==> config.mk <==
export PLATFORM = sky130hd
export DESIGN_NAME = riscv_core_fetch_pc_t
export DESIGN_NICKNAME = d
export VERILOG_FILES = /design/src/rtl/riscv_core_fetch_pc_t.sv
export SDC_FILE = /design/constraint.sdc
export NUM_CORES = 1
export LEC_CHECK = 0
export ABC_CLOCK_PERIOD_IN_PS = 4900
export BUFFER_PORTS_ARGS = -buffer_cell sky130_fd_sc_hd__buf_4
export CAP_MARGIN = 20
export CORE_UTILIZATION = 49
export DETAILED_ROUTE_END_ITERATION = 16
export PLACE_DENSITY = 0.82
export SLEW_MARGIN = 20
export SYNTH_ARGS = -nofsm -noshare
export SYNTH_HDL_FRONTEND = slang
export SYNTH_SLANG_ARGS = --single-unit
==> constraint.sdc <==
create_clock -name CLK -period 4.9 [get_ports CLK]
set_input_delay 0.735 -clock CLK [delete_from_list [all_inputs] [get_ports CLK]]
set_output_delay 0.735 -clock CLK [all_outputs]
set_load 0.005 [all_outputs]
==> src/rtl/riscv_core_fetch_pc_t.sv <==
// Fetch PC owner: holds r_pc, issues one fetch at a time and buffers
// the returned instruction for decode, with reset/redirect overrides.
module riscv_core_fetch_pc_t #(
  parameter logic [31:0] START_ADDRESS = 32'h00001000
) (
  input  logic        CLK,
  input  logic        RST,
  input  logic [31:0] reset_D,
  input  logic        reset_WE,
  input  logic [31:0] redir_D,
  input  logic        redir_WE,
  output logic        if_req_VLD,
  output logic [31:0] if_req_ADDR,
  input  logic        if_req_RDY,
  input  logic        if_rsp_VLD,
  input  logic [31:0] if_rsp_DATA,
  output logic        inst_VLD,
  output logic [31:0] inst_DATA,
  output logic [31:0] inst_PC,
  input  logic        inst_RDY,
  output logic [31:0] r_pc_Q
);

  typedef enum logic [2:0] {BOOT, REQ, WAIT, DROP, HOLD} state_t;

  state_t      state, state_nxt;
  logic [31:0] pc_nxt, data_nxt, ipc_nxt;
  logic        wr_en;
  logic [31:0] wr_val;

  // Reset write wins over redirect; every PC write is word aligned.
  assign wr_en  = reset_WE | redir_WE;
  assign wr_val = (reset_WE ? reset_D : redir_D) & 32'hFFFF_FFFC;

  assign if_req_VLD  = (state == REQ);
  assign inst_VLD    = (state == HOLD);
  assign if_req_ADDR = r_pc_Q;

  // NOTE: every always_comb output gets a default first so no path can infer a latch.
  always_comb begin
    state_nxt = state;
    pc_nxt    = r_pc_Q;
    data_nxt  = inst_DATA;
    ipc_nxt   = inst_PC;
    case (state)
      BOOT: begin
        if (reset_WE) begin
          pc_nxt    = reset_D & 32'hFFFF_FFFC;
          state_nxt = REQ;
        end
      end
      REQ: begin
        if (wr_en) begin
          pc_nxt    = wr_val;
          state_nxt = if_req_RDY ? DROP : REQ;
        end else if (if_req_RDY) begin
          state_nxt = WAIT;
        end
      end
      WAIT: begin
        if (wr_en) begin
          pc_nxt    = wr_val;
          state_nxt = if_rsp_VLD ? REQ : DROP;
        end else if (if_rsp_VLD) begin
          data_nxt  = if_rsp_DATA;
          ipc_nxt   = r_pc_Q;
          pc_nxt    = r_pc_Q + 32'd4;
          state_nxt = HOLD;
        end
      end
      DROP: begin
        if (wr_en) pc_nxt = wr_val;
        if (if_rsp_VLD) state_nxt = REQ;
      end
      HOLD: begin
        if (wr_en) begin
          pc_nxt    = wr_val;
          state_nxt = REQ;
        end else if (inst_RDY) begin
          state_nxt = REQ;
        end
      end
      default: state_nxt = BOOT;
    endcase
  end

  // NOTE: sequential state uses non-blocking assignments so all registers update together.
  always_ff @(posedge CLK) begin
    if (RST) begin
      state     <= BOOT;
      r_pc_Q    <= START_ADDRESS;
      inst_DATA <= 32'h0;
      inst_PC   <= 32'h0;
    end else begin
      state     <= state_nxt;
      r_pc_Q    <= pc_nxt;
      inst_DATA <= data_nxt;
      inst_PC   <= ipc_nxt;
    end
  end

endmodule

==> summary.md, run 1 <==
| Metric | Value |
|---|---|
| DR WL/cell | 17.24 µm |
| Pwr Total | ~1.8 mW |
| Synth Area in Adders | 0.004279 |
| Setup TNS | 0 ns |
| Top Ports | 233 |
| Mapped cell area | 5264 µm² |
| Area growth syn-to-layout | 30.24% |
| Design Area, Final | 6855 µm² |
| Final non-filler cell total | 984 |
| Final setup fails | 0 |
| Largest family of logic cells by synthesized area | compound AO/OA/AOI/OAI gates |
| Post-DP HPWL | ~12000 µm |
| Seq cells post-synth | 95 |
| Number of setup buffers added after CTS | 0 |
| Worst reg2reg path depth | 6 |
| Ys flop type | dfxtp_1 |
| Worst r2r dst | if_req_ADDR[28] |
| Most common cell after layout, fill and taps aside | buf_4 |
| Hold buffers post-CTS | 0 |
| Seq/Total Area, Yosys | 0.3613 |
| Netlist cell types | 71 |
| FMAX | 326.6 MHz |
| Critical path required time | 5.19 ns |
| Clock Root Buffer | clkbuf_8 |
| CTS tree | done |
| Placed cells | 968 |
| Largest net degree at the start of global routing | 79 |
| Initial Utilization | 0.5076 |
| IO Port Bufs | 222 |
| Fin nets | 947 |
| Endpoint type of the worst setup path | register |
| Area after DPL | between 6000 and 7000 µm² |
| Critical Path Fanout Max | 33 |
| Setup crit start kind | register |
| Slew Limit Fails | 0 |
| Total clock sinks | 95 |
| PD cells | ~260 nW/µm² |
| # DRC | 0 |
| GPL Wtd Cong | roughly 0.84 |
| Total GRT Usage | 0.2941 |
| Detailed Route WL | 16970 µm |
| Synth warnings | 0 |
| Post-Synthesis Cells | between 600 and 700 |
| Worst slew pin tran | 0.9181 ns |
| Vias per cell | between 5 and 6 |
| Post-synthesis area per instance | 7.629 µm² |
| Ant diodes | 0 |
| Clock skew | 0.008793 ns |
| Synth Area in Simple Gates | 0.2434 |
| CP arrival | 3.35 ns |
| Final period util | 0.6248 |
| DRT Pass-1 Iters | 5 |
| Die Y | 105.6 µm |
| Post-cts sizing count | 0 |
| H-tree Lvls | 3 |
| Worst-Skew Late Latency | 0.38 ns |
| WHS | 0.4591 ns |
| R2r startpoint | state[2] |
| Bufs on Longest Clock Path | 2 |
| Leakage | 2.829 nW |
| Number of DRC markers in iteration 0 | between 500 and 600 |
| Die span in x | ~110 µm |
| Total CTS buffers | 9 |
| Multiplexer share of the synthesized area | 0.01949 |
| Die ar. | 11160 µm² |
| VDD IR max | between 0.1 and 0.15 mV |
| CTS clk-pin slew, worst paths | 0.10 ns |
| Commonest cells after routing, fill and taps aside | 226 x buf_4, 151 x nand2_1, 95 x dfxtp_1 |
| Min Tclk post-route | 3.062 ns |
| Ratio of cells with drive above 1 in the final layout | 0.3113 |
| GRT overflow | 0 |
| Core Footprint | 10370 µm² |
| Asr flop ratio synth | 0 |
| Vias in the first global route | 5467 |
| Final hold vios | 0 |
| Post-synth EDFFs | 0 |
| Critical Path End | if_req_ADDR[28] |
| RSZ-0062 raised after global routing | false |
| DR vias | 5897 |
| Hold depth | 2 |
| Synth Area in XOR/XNOR | 0.003328 |
| CP Class | reg -> reg |
| CP startpoint | state[2] |
| Worst reg2reg setup slack | 1.84 ns |
| Compound-gate portion of the synthesized area | 0.2593 |
| Initial antenna violation count | 0 |
| Outcome | finished, final reports clean |
| Global-route wire length before repair | 26390 µm |
| Max-cap violations | 0 |
| Final ANT Viol Nets | 0 |
| Worst slew margin | 0.3871 |
| Row count | 37 |
| Worst hold path class | reg -> reg |
critical path: stages (launching register included):
cell and delay (ns):
dfxtp_1 0.93, o32ai_1 0.25, a222oi_1 0.78, buf_12 0.27, and2_1 0.28, nand2_1 0.14, o32ai_1 0.31
cell usage after synthesis (8+ instances only):
library cell / number / area, µm²
nor3_1: 9 / 45.04
dfxtp_1: 95 / 1902
o22ai_1: 14 / 87.58
nand3_1: 19 / 95.09
clkbuf_1: 41 / 153.9
o21ai_0: 32 / 160.2
a221oi_1: 9 / 78.83
nand2_1: 152 / 570.6
and3_1: 8 / 50.05
mux2i_1: 8 / 80.08
o32ai_1: 8 / 70.07
nor2_1: 29 / 108.9
buf_4: 37 / 277.8
a21oi_1: 84 / 420.4
worst min-delay path by stage:
stage / start / to / slack, ns
floorplan: inst_DATA[0] / inst_DATA[0] / 0.45
global placement: inst_PC[8] / inst_PC[8] / 0.44
detailed placement: inst_DATA[6] / inst_DATA[6] / 0.45
CTS: inst_DATA[18] / inst_DATA[18] / 0.46
global route: inst_PC[31] / inst_PC[31] / 0.48
finish: inst_PC[7] / inst_PC[7] / 0.46
stage by stage:
step,util,setup WS (ns)
after global placement,0.6395,1.905
after global routing,0.6611,1.527
after CTS,0.6607,1.905
final,0.6611,1.838
after detailed placement,0.6395,1.865
after floorplan,-,2.768
cells by family after synthesis:
kind of cell / after synthesis
muxes: 10
adders and majority gates: 2
buffers and inverters: 96
AOI/OAI and AO/OA: 216
xor gates and xnor gates: 2
DFF: 95
other: 1
and+or+nand+nor: 268
sequential cells by signal (all words and copies together) (netlist names):
name,flops
inst_DATA,32
state,3
if_req_ADDR,30
inst_PC,30
where the power goes:
group	switching, mW	leakage, nW	total, mW	internal, mW
sequential	0.0741	0.772	0.875	0.801
combinational	0.158	1.95	0.343	0.185
clock	0.302	0.109	0.594	0.292
total	0.534	2.83	1.81	1.28
metal layers:
metal	up-vias	wire length, µm	part of all wire	track usage
met5	-	0	0	0
met4	0	510	0.030	0.1458
met3	57	1637	0.096	0.06988
met2	370	8214	0.48	0.4958
met1	2731	6602	0.39	0.3484
li1	2739	-	-	-
area by class of cell:
type	count	area, µm²
clock buffers	10	127.6
clock inverters	6	92.59
fillers	900	3515
inverters	6	22.52
multi-input cells	504	2824
flip-flops and latches	95	1902
well taps	136	170.2
repair buffers	227	1717
Power figures use the tool's default switching activity.
==> inputs of run 2 (changes only) <==
ABC_CLOCK_PERIOD_IN_PS = 2580   (was 4900)
CORE_UTILIZATION = 43   (was 49)
PLACE_DENSITY = 0.77   (was 0.82)
clock period = 2.58 ns   (was 4.9 ns; I/O delays follow)
==> run 2 against run 1 <==
Net effect:
- register-to-register slack got worse by 1.4 ns
- non-clock buffer count rose by 24
- largest cell class unchanged
- design area rose by 4.2%
- worst setup slack got worse by 1.4 ns
- die area rose by 14%
==> summary.md, run 2 (same netlist as run 1, synthesis figures left out) <==
| Metric | Value |
|---|---|
| Vias per cell | 5.657 (was 5.993) |
| H-tree Lvls | 3 (unchanged) |
| Detailed Route WL | 17260 µm (was 16970 µm) |
| CP max stage delay | 0.60 ns (was 0.93 ns) |
| Setup crit start kind | register (unchanged) |
| Clock skew | 0.009020 ns (was 0.008793 ns) |
| Total clock sinks | 95 (unchanged) |
| Worst reg2reg path depth | 5 (was 6) |
| Gate power share | 0.196 (was 0.189) |
| GPL Wtd Cong | 0.8545 (was 0.8387) |
| Total CTS buffers | 9 (unchanged) |
| Crit path max-delay family | flip-flops (was compound AO/OA/AOI/OAI gates) |
| Row count | 40 (was 37) |
| Int Power | 2.683 mW (was 1.279 mW) |
| GRT overflow | 0 (unchanged) |
| CP Class | reg -> out (was reg -> reg) |
| Total GRT Usage | 0.2698 (was 0.2941) |
| Initial antenna violation count | 0 (unchanged) |
| CTS clk-pin slew, worst paths | 0.07 ns (was 0.10 ns) |
| DR WL/cell | 16.96 µm (was 17.24 µm) |
| CP dominant cell by count | buf_4 (was o32ai_1) |
| Final ANT Viol Nets | 0 (unchanged) |
| Worst slew margin | 0.4377 (was 0.3871) |
| Vias in the first global route | 4970 (was 5467) |
| Number of DRC markers in iteration 0 | 546 (was 518) |
| Top Ports | 233 (unchanged) |
| Critical path required time | 2.19 ns (was 5.19 ns) |
| Die ar. | 12690 µm² (was 11160 µm²) |
| Commonest cells after routing, fill and taps aside | 249 x buf_4, 151 x nand2_1, 95 x dfxtp_1 (was 226 x buf_4, 151 x nand2_1, 95 x dfxtp_1) |
| Clock power frac | 0.369 (was 0.328) |
| Post-DP HPWL | 12140 µm (was 11850 µm) |
| CTS tree | done (unchanged) |
| DRT Pass-1 Iters | 5 (unchanged) |
| Bufs on Longest Clock Path | 2 (unchanged) |
| CP arrival | 1.78 ns (was 3.35 ns) |
| Final period util | 0.8383 |
| Post-cts sizing count | 0 (unchanged) |
| RSZ-0062 raised after global routing | false (unchanged) |
| Largest net degree at the start of global routing | 78 (was 79) |
| Worst hold path class | in -> reg (was reg -> reg) |
| Finished Core Util | 0.5970 (was 0.6611) |
| Flip-flop count of the largest register after layout | 32 (unchanged) |
| Ant diodes | 0 (unchanged) |
| Most flop-heavy register | inst_DATA (unchanged) |
| Outcome | finished, final reports clean (unchanged) |
| Initial Utilization | 0.4401 (was 0.5076) |
| Setup TNS | 0 ns (unchanged) |
| Sw Share | 0.2809 (was 0.2946) |
| Number of setup buffers added after CTS | 0 (unchanged) |
| Hold depth | 3 (was 2) |
| Worst-Skew Late Latency | 0.35 ns (was 0.38 ns) |
| Final hold vios | 0 (unchanged) |
| VDD IR max | 0.3113 mV (was 0.1479 mV) |
| Sequential fraction of design power | 0.434 (was 0.483) |
| Area growth syn-to-layout | 35.65% (was 30.24%) |
| Endpoint type of the worst setup path | output port (was register) |
| Max-cap violations | 0 (unchanged) |
| Die Y | 112.6 µm (was 105.6 µm) |
| FMAX | between 400 and 500 MHz |
| Switching Power | 1.048 mW (was 534.0 µW) |
| Core Footprint | 11960 µm² (was 10370 µm²) |
| Clock Root Buffer | clkbuf_16 (was clkbuf_8) |
| Slowest cell on crit path | dfxtp_1 (unchanged) |
| Hold buffers post-CTS | 0 (unchanged) |
| Ratio of cells with drive above 1 in the final layout | 0.3307 (was 0.3113) |
| IO Port Bufs | 222 (unchanged) |
| Slew Limit Fails | 0 (unchanged) |
| PD cells | 522.5 nW/µm² (was 264.4 nW/µm²) |
| Critical Path Fanout Max | 17 (was 33) |
| Final setup fails | 0 (unchanged) |
| Worst path bufs/invs | 3 (was 1) |
| # DRC | 0 (unchanged) |
| Min Tclk post-route | 2.163 ns |
| DR vias | 5759 (was 5897) |
| Global-route wire length before repair | 27090 µm (was 26390 µm) |
| WP depth | 4 (was 6) |
| Most common cell after layout, fill and taps aside | buf_4 (unchanged) |
| Die span in x | 112.6 µm (was 105.6 µm) |
| Fin nets | 971 (was 947) |
| Crit-path cells | buf_4 > inv_1 > nor3_1 > buf_4 (was o32ai_1 > a222oi_1 > buf_12 > and2_1 > nand2_1 > o32ai_1) |
| Leakage | 2.992 nW (was 2.829 nW) |
| Worst slew pin tran | 0.8434 ns (was 0.9181 ns) |
[run 2: final timing paths]
kind	to	slack, ns	from
max	inst_VLD	0.42	state[2]
min	inst_DATA[17]	0.28	if_rsp_DATA[17]
max reg2reg	if_req_ADDR[31]	0.43	if_req_ADDR[8]
min reg2reg	inst_DATA[14]	0.45	inst_DATA[14]
[run 2: per-layer routing]
metal / track usage / wire (µm)
met1: 0.3651 / 7464
met2: 0.4366 / 8193
met3: 0.05724 / 1386
met4: 0.06844 / 217
met5: 0 / 0
[run 2: per-stage QoR]
| stage | cells | setup WS [ns] | cell area, µm² | hold slack [ns] | power (mW) |
|---|---|---|---|---|---|
| 6_report | 1018 | 0.4172 | 7141 | 0.2782 | 3.731 |
| 5_1_grt | 1018 | 0.2572 | 7141 | 0.2690 | 3.888 |
| 4_1_cts | 1018 | 0.4452 | 7141 | 0.2698 | 3.739 |
| 3_5_place_dp | 1003 | 0.4561 | 6838 | 0.4466 | 2.376 |
| 3_3_place_gp | 1003 | 0.4757 | 6838 | 0.4422 | 2.367 |
| 2_1_floorplan | 695 | 0.5774 | 5283 | 0.4527 | 2.030 |
[run 2: power by group through the flow]
stage,sequential [mW],combinational (mW),clock (mW)
6_report,1.62,0.733,1.38
5_1_grt,1.63,0.792,1.47
3_3_place_gp,1.65,0.716,0
2_1_floorplan,1.63,0.395,0
3_5_place_dp,1.65,0.725,0
4_1_cts,1.62,0.727,1.39
[run 2: final cells by class]
type / instances / area (µm²)
fill: 1158 / 4821
multi-input combinational: 504 / 2820
timing repair buffer: 251 / 1909
sequential: 95 / 1902
clock buffer: 10 / 239.0
tap: 147 / 183.9
clock inverter: 5 / 63.81
inverter: 6 / 22.52
[run 2: worst register-to-register path: stages, from the launching register on]
cell and delay (ns):
dfxtp_1 0.50, nand4_4 0.23, or4_4 0.64, nor4_2 0.32, o21ai_1 0.09, a32o_1 0.26
==> inputs of run 3 (changes only) <==
ABC_CLOCK_PERIOD_IN_PS = 1800   (was 2580)
clock period = 1.8 ns   (was 2.58 ns; I/O delays follow)
==> run 3 against run 2 <==
Net effect:
- the flow now finishes with violations (setup timing)
- first-iteration DRC count rose by 7.3%
- combinational power up 98%
- cell count rose by 7.4%
- critical path type is now reg -> reg
- critical endpoint is now if_req_ADDR[24]
==> summary.md, run 3 (same netlist as run 1, synthesis figures left out) <==
| Metric | Value |
|---|---|
| Outcome | finished with violations (was finished, final reports clean) |
| Failing checks | setup timing |
| Initial antenna violation count | 0 (unchanged) |
| Ant diodes | 0 (unchanged) |
| Worst-Skew Late Latency | 0.36 ns (was 0.35 ns) |
| Number of DRC markers in iteration 0 | 586 (was 546) |
| CP max stage delay | 0.47 ns (was 0.60 ns) |
| Storage cell area | 1938 µm² (was 1902 µm²) |
| Bufs on Longest Clock Path | 2 (unchanged) |
| Hold_sp | if_rsp_DATA[26] (was if_rsp_DATA[17]) |
| Crit path max-delay family | simple AND/OR/NAND/NOR gates (was flip-flops) |
| DR vias | 6248 (was 5759) |
| Sw Share | 0.2845 (was 0.2809) |
| H-tree Lvls | 3 (unchanged) |
| Max-cap violations | 0 (unchanged) |
| Post-DP HPWL | 13000 µm (was 12140 µm) |
| Top Ports | 233 (unchanged) |
| Total CTS buffers | 9 (unchanged) |
| CTS tree | done (unchanged) |
| Worst hold path class | in -> reg (unchanged) |
| Critical Path Fanout Max | 4 (was 17) |
| Clock skew | 0.01138 ns (was 0.009020 ns) |
| Sequential fraction of design power | 0.394 (was 0.434) |
| Row count | 40 (unchanged) |
| Area occupied by multi-input gates | 3088 µm² (was 2820 µm²) |
| Area growth syn-to-layout | 55.95% (was 35.65%) |
| Slowest cell on crit path | nor4_4 (was dfxtp_1) |
| Flip-flop count of the largest register after layout | 32 (unchanged) |
| Fin nets | 1046 (was 971) |
| Worst reg2reg setup slack | -0.12 ns (was 0.43 ns) |
| WP depth | 6 (was 4) |
| CP Class | reg -> reg (was reg -> out) |
| CTS clk-pin slew, worst paths | 0.07 ns (about the same) |
| Fillcell total | 990 (was 1158) |
| GRT overflow | 0 (unchanged) |
| Int Power | 4.127 mW (was 2.683 mW) |
| Final hold vios | 0 (unchanged) |
| Largest net degree at the start of global routing | 78 (unchanged) |
| Clock Root Buffer | clkbuf_16 (unchanged) |
| Final period util | 1.068 |
| Setup crit start kind | register (unchanged) |
| Worst path bufs/invs | 0 (was 3) |
| Global-route wire length before repair | 28320 µm (was 27090 µm) |
| Vias per cell | 5.716 (was 5.657) |
| DR WL/cell | 17.96 µm (was 16.96 µm) |
| Hold buffers post-CTS | 0 (unchanged) |
| Total GRT Usage | 0.2829 (was 0.2698) |
| # DRC | 0 (unchanged) |
| Endpoint type of the worst setup path | register (was output port) |
| Initial Utilization | 0.4401 (unchanged) |
| Slew Limit Fails | 0 (unchanged) |
| Leakage | 3.524 nW (was 2.992 nW) |
| Most common cell after layout, fill and taps aside | buf_4 (unchanged) |
| WHS | 0.1580 ns (was 0.2782 ns) |
| Die span in x | 112.6 µm (unchanged) |
| Hold depth | 3 (unchanged) |
| Clock power frac | 0.355 (was 0.369) |
| PD cells | 702.6 nW/µm² (was 522.5 nW/µm²) |
| Area after DPL | 7393 µm² (was 6838 µm²) |
| Hold Path End | inst_DATA[26] (was inst_DATA[17]) |
| Ratio of cells with drive above 1 in the final layout | 0.4429 (was 0.3307) |
| Critical path required time | 2.08 ns (was 2.19 ns) |
| Switching Power | 1.641 mW (was 1.048 mW) |
| Worst reg2reg path depth | 6 (was 5) |
| FMAX | 520.0 MHz |
| CP arrival | 2.20 ns (was 1.78 ns) |
| Total clock sinks | 95 (unchanged) |
| Die Y | 112.6 µm (unchanged) |
| R2r startpoint | if_req_ADDR[3] (was if_req_ADDR[8]) |
| RSZ-0062 raised after global routing | true (was false) |
| Vias in the first global route | 5620 (was 4970) |
| Final setup fails | 12 (was 0) |
| VDD IR max | 0.6518 mV (was 0.3113 mV) |
| Design Area, Final | 8209 µm² (was 7141 µm²) |
| Min Tclk post-route | 1.923 ns |
| Commonest cells after routing, fill and taps aside | 302 x buf_4, 150 x nand2_1, 82 x a21oi_1 (was 249 x buf_4, 151 x nand2_1, 95 x dfxtp_1) |
| Worst r2r dst | if_req_ADDR[24] (was if_req_ADDR[31]) |
| GPL Wtd Cong | 0.9192 (was 0.8545) |
| Gate power share | 0.252 (was 0.196) |
| Worst slew margin | 0.6643 (was 0.4377) |
| Worst slew pin tran | 0.4990 ns (was 0.8434 ns) |
| Core Footprint | 11960 µm² (unchanged) |
| Crit-path cells | ha_4 > nand4_1 > nor4_4 > nand3_1 > or4_1 > a31oi_1 (was buf_4 > inv_1 > nor3_1 > buf_4) |
| DRT Pass-1 Iters | 6 (was 5) |
| Detailed Route WL | 19630 µm (was 17260 µm) |
| Final ANT Viol Nets | 0 (unchanged) |
| Pwr Total | 5.768 mW (was 3.731 mW) |
| Final setup margin | -0.1232 ns (was 0.4172 ns) |
| Most flop-heavy register | inst_DATA (unchanged) |
| Die ar. | 12690 µm² (unchanged) |
| Pre-CTS setup slack | -0.1081 ns (was 0.4561 ns) |
| IO Port Bufs | 222 (unchanged) |
| Setup TNS | -0.5806 ns (was 0 ns) |
## run 3: area by class of cell
class,count,area share
clock inverters,5,0.007773
well taps,147,0.02241
clock buffers,10,0.03048
flip-flops and latches,95,0.2361
repair buffers,326,0.3243
inverters,6,0.002743
multi-input cells,504,0.3762
## run 3: worst max path at each step
stage                                  to      startpoint  slack (ns)
after global routing      if_req_ADDR[24]  if_req_ADDR[3]       -0.21
after global placement     if_req_ADDR[4]        state[2]       -0.09
final                     if_req_ADDR[24]  if_req_ADDR[3]       -0.12
after floorplan           if_req_ADDR[31]  if_req_ADDR[4]       -0.09
after detailed placement   if_req_ADDR[4]        state[2]       -0.11
after CTS                 if_req_ADDR[24]  if_req_ADDR[3]       -0.02
## run 3: worst register-to-register path, delay by kind of cell (launching register included)
kind | cells | cell delay [ns]
adders and majority gates | 1 | 0.14
AOI/OAI and AO/OA | 1 | 0.13
and+or+nand+nor | 4 | 1.21
DFF | 1 | 0.38
## run 3: timing repair
action,4_1_cts,5_1_grt
gates cloned,1,5
endpoints found under the setup margin,25,35
resized for setup,9,68
buffers inserted,6,9
pin swaps,8,21
## run 3: metrics by stage
step                cells  utilization
floorplan             695            -
detailed placement   1058       0.6181
finish               1093       0.6863
global route         1093       0.6863
CTS                  1080       0.6503
global placement     1058       0.6181
## run 3: metal layers
layer | up-vias | GRT usage | routed length (µm)
met5 | - | 0 | 0
met4 | 0 | 0.08800 | 550
met3 | 45 | 0.07505 | 1904
met2 | 344 | 0.4770 | 9299
met1 | 2907 | 0.3513 | 7876
li1 | 2952 | - | -
## run 3: power groups by stage
stage / Sequential (mW) / Combinational, mW / Clock, mW
2_1_floorplan: 2.35 / 0.601 / 0
3_3_place_gp: 2.31 / 1.24 / 0
3_5_place_dp: 2.31 / 1.25 / 0
4_1_cts: 2.27 / 1.28 / 2.08
5_1_grt: 2.28 / 1.55 / 2.13
6_report: 2.27 / 1.45 / 2.05
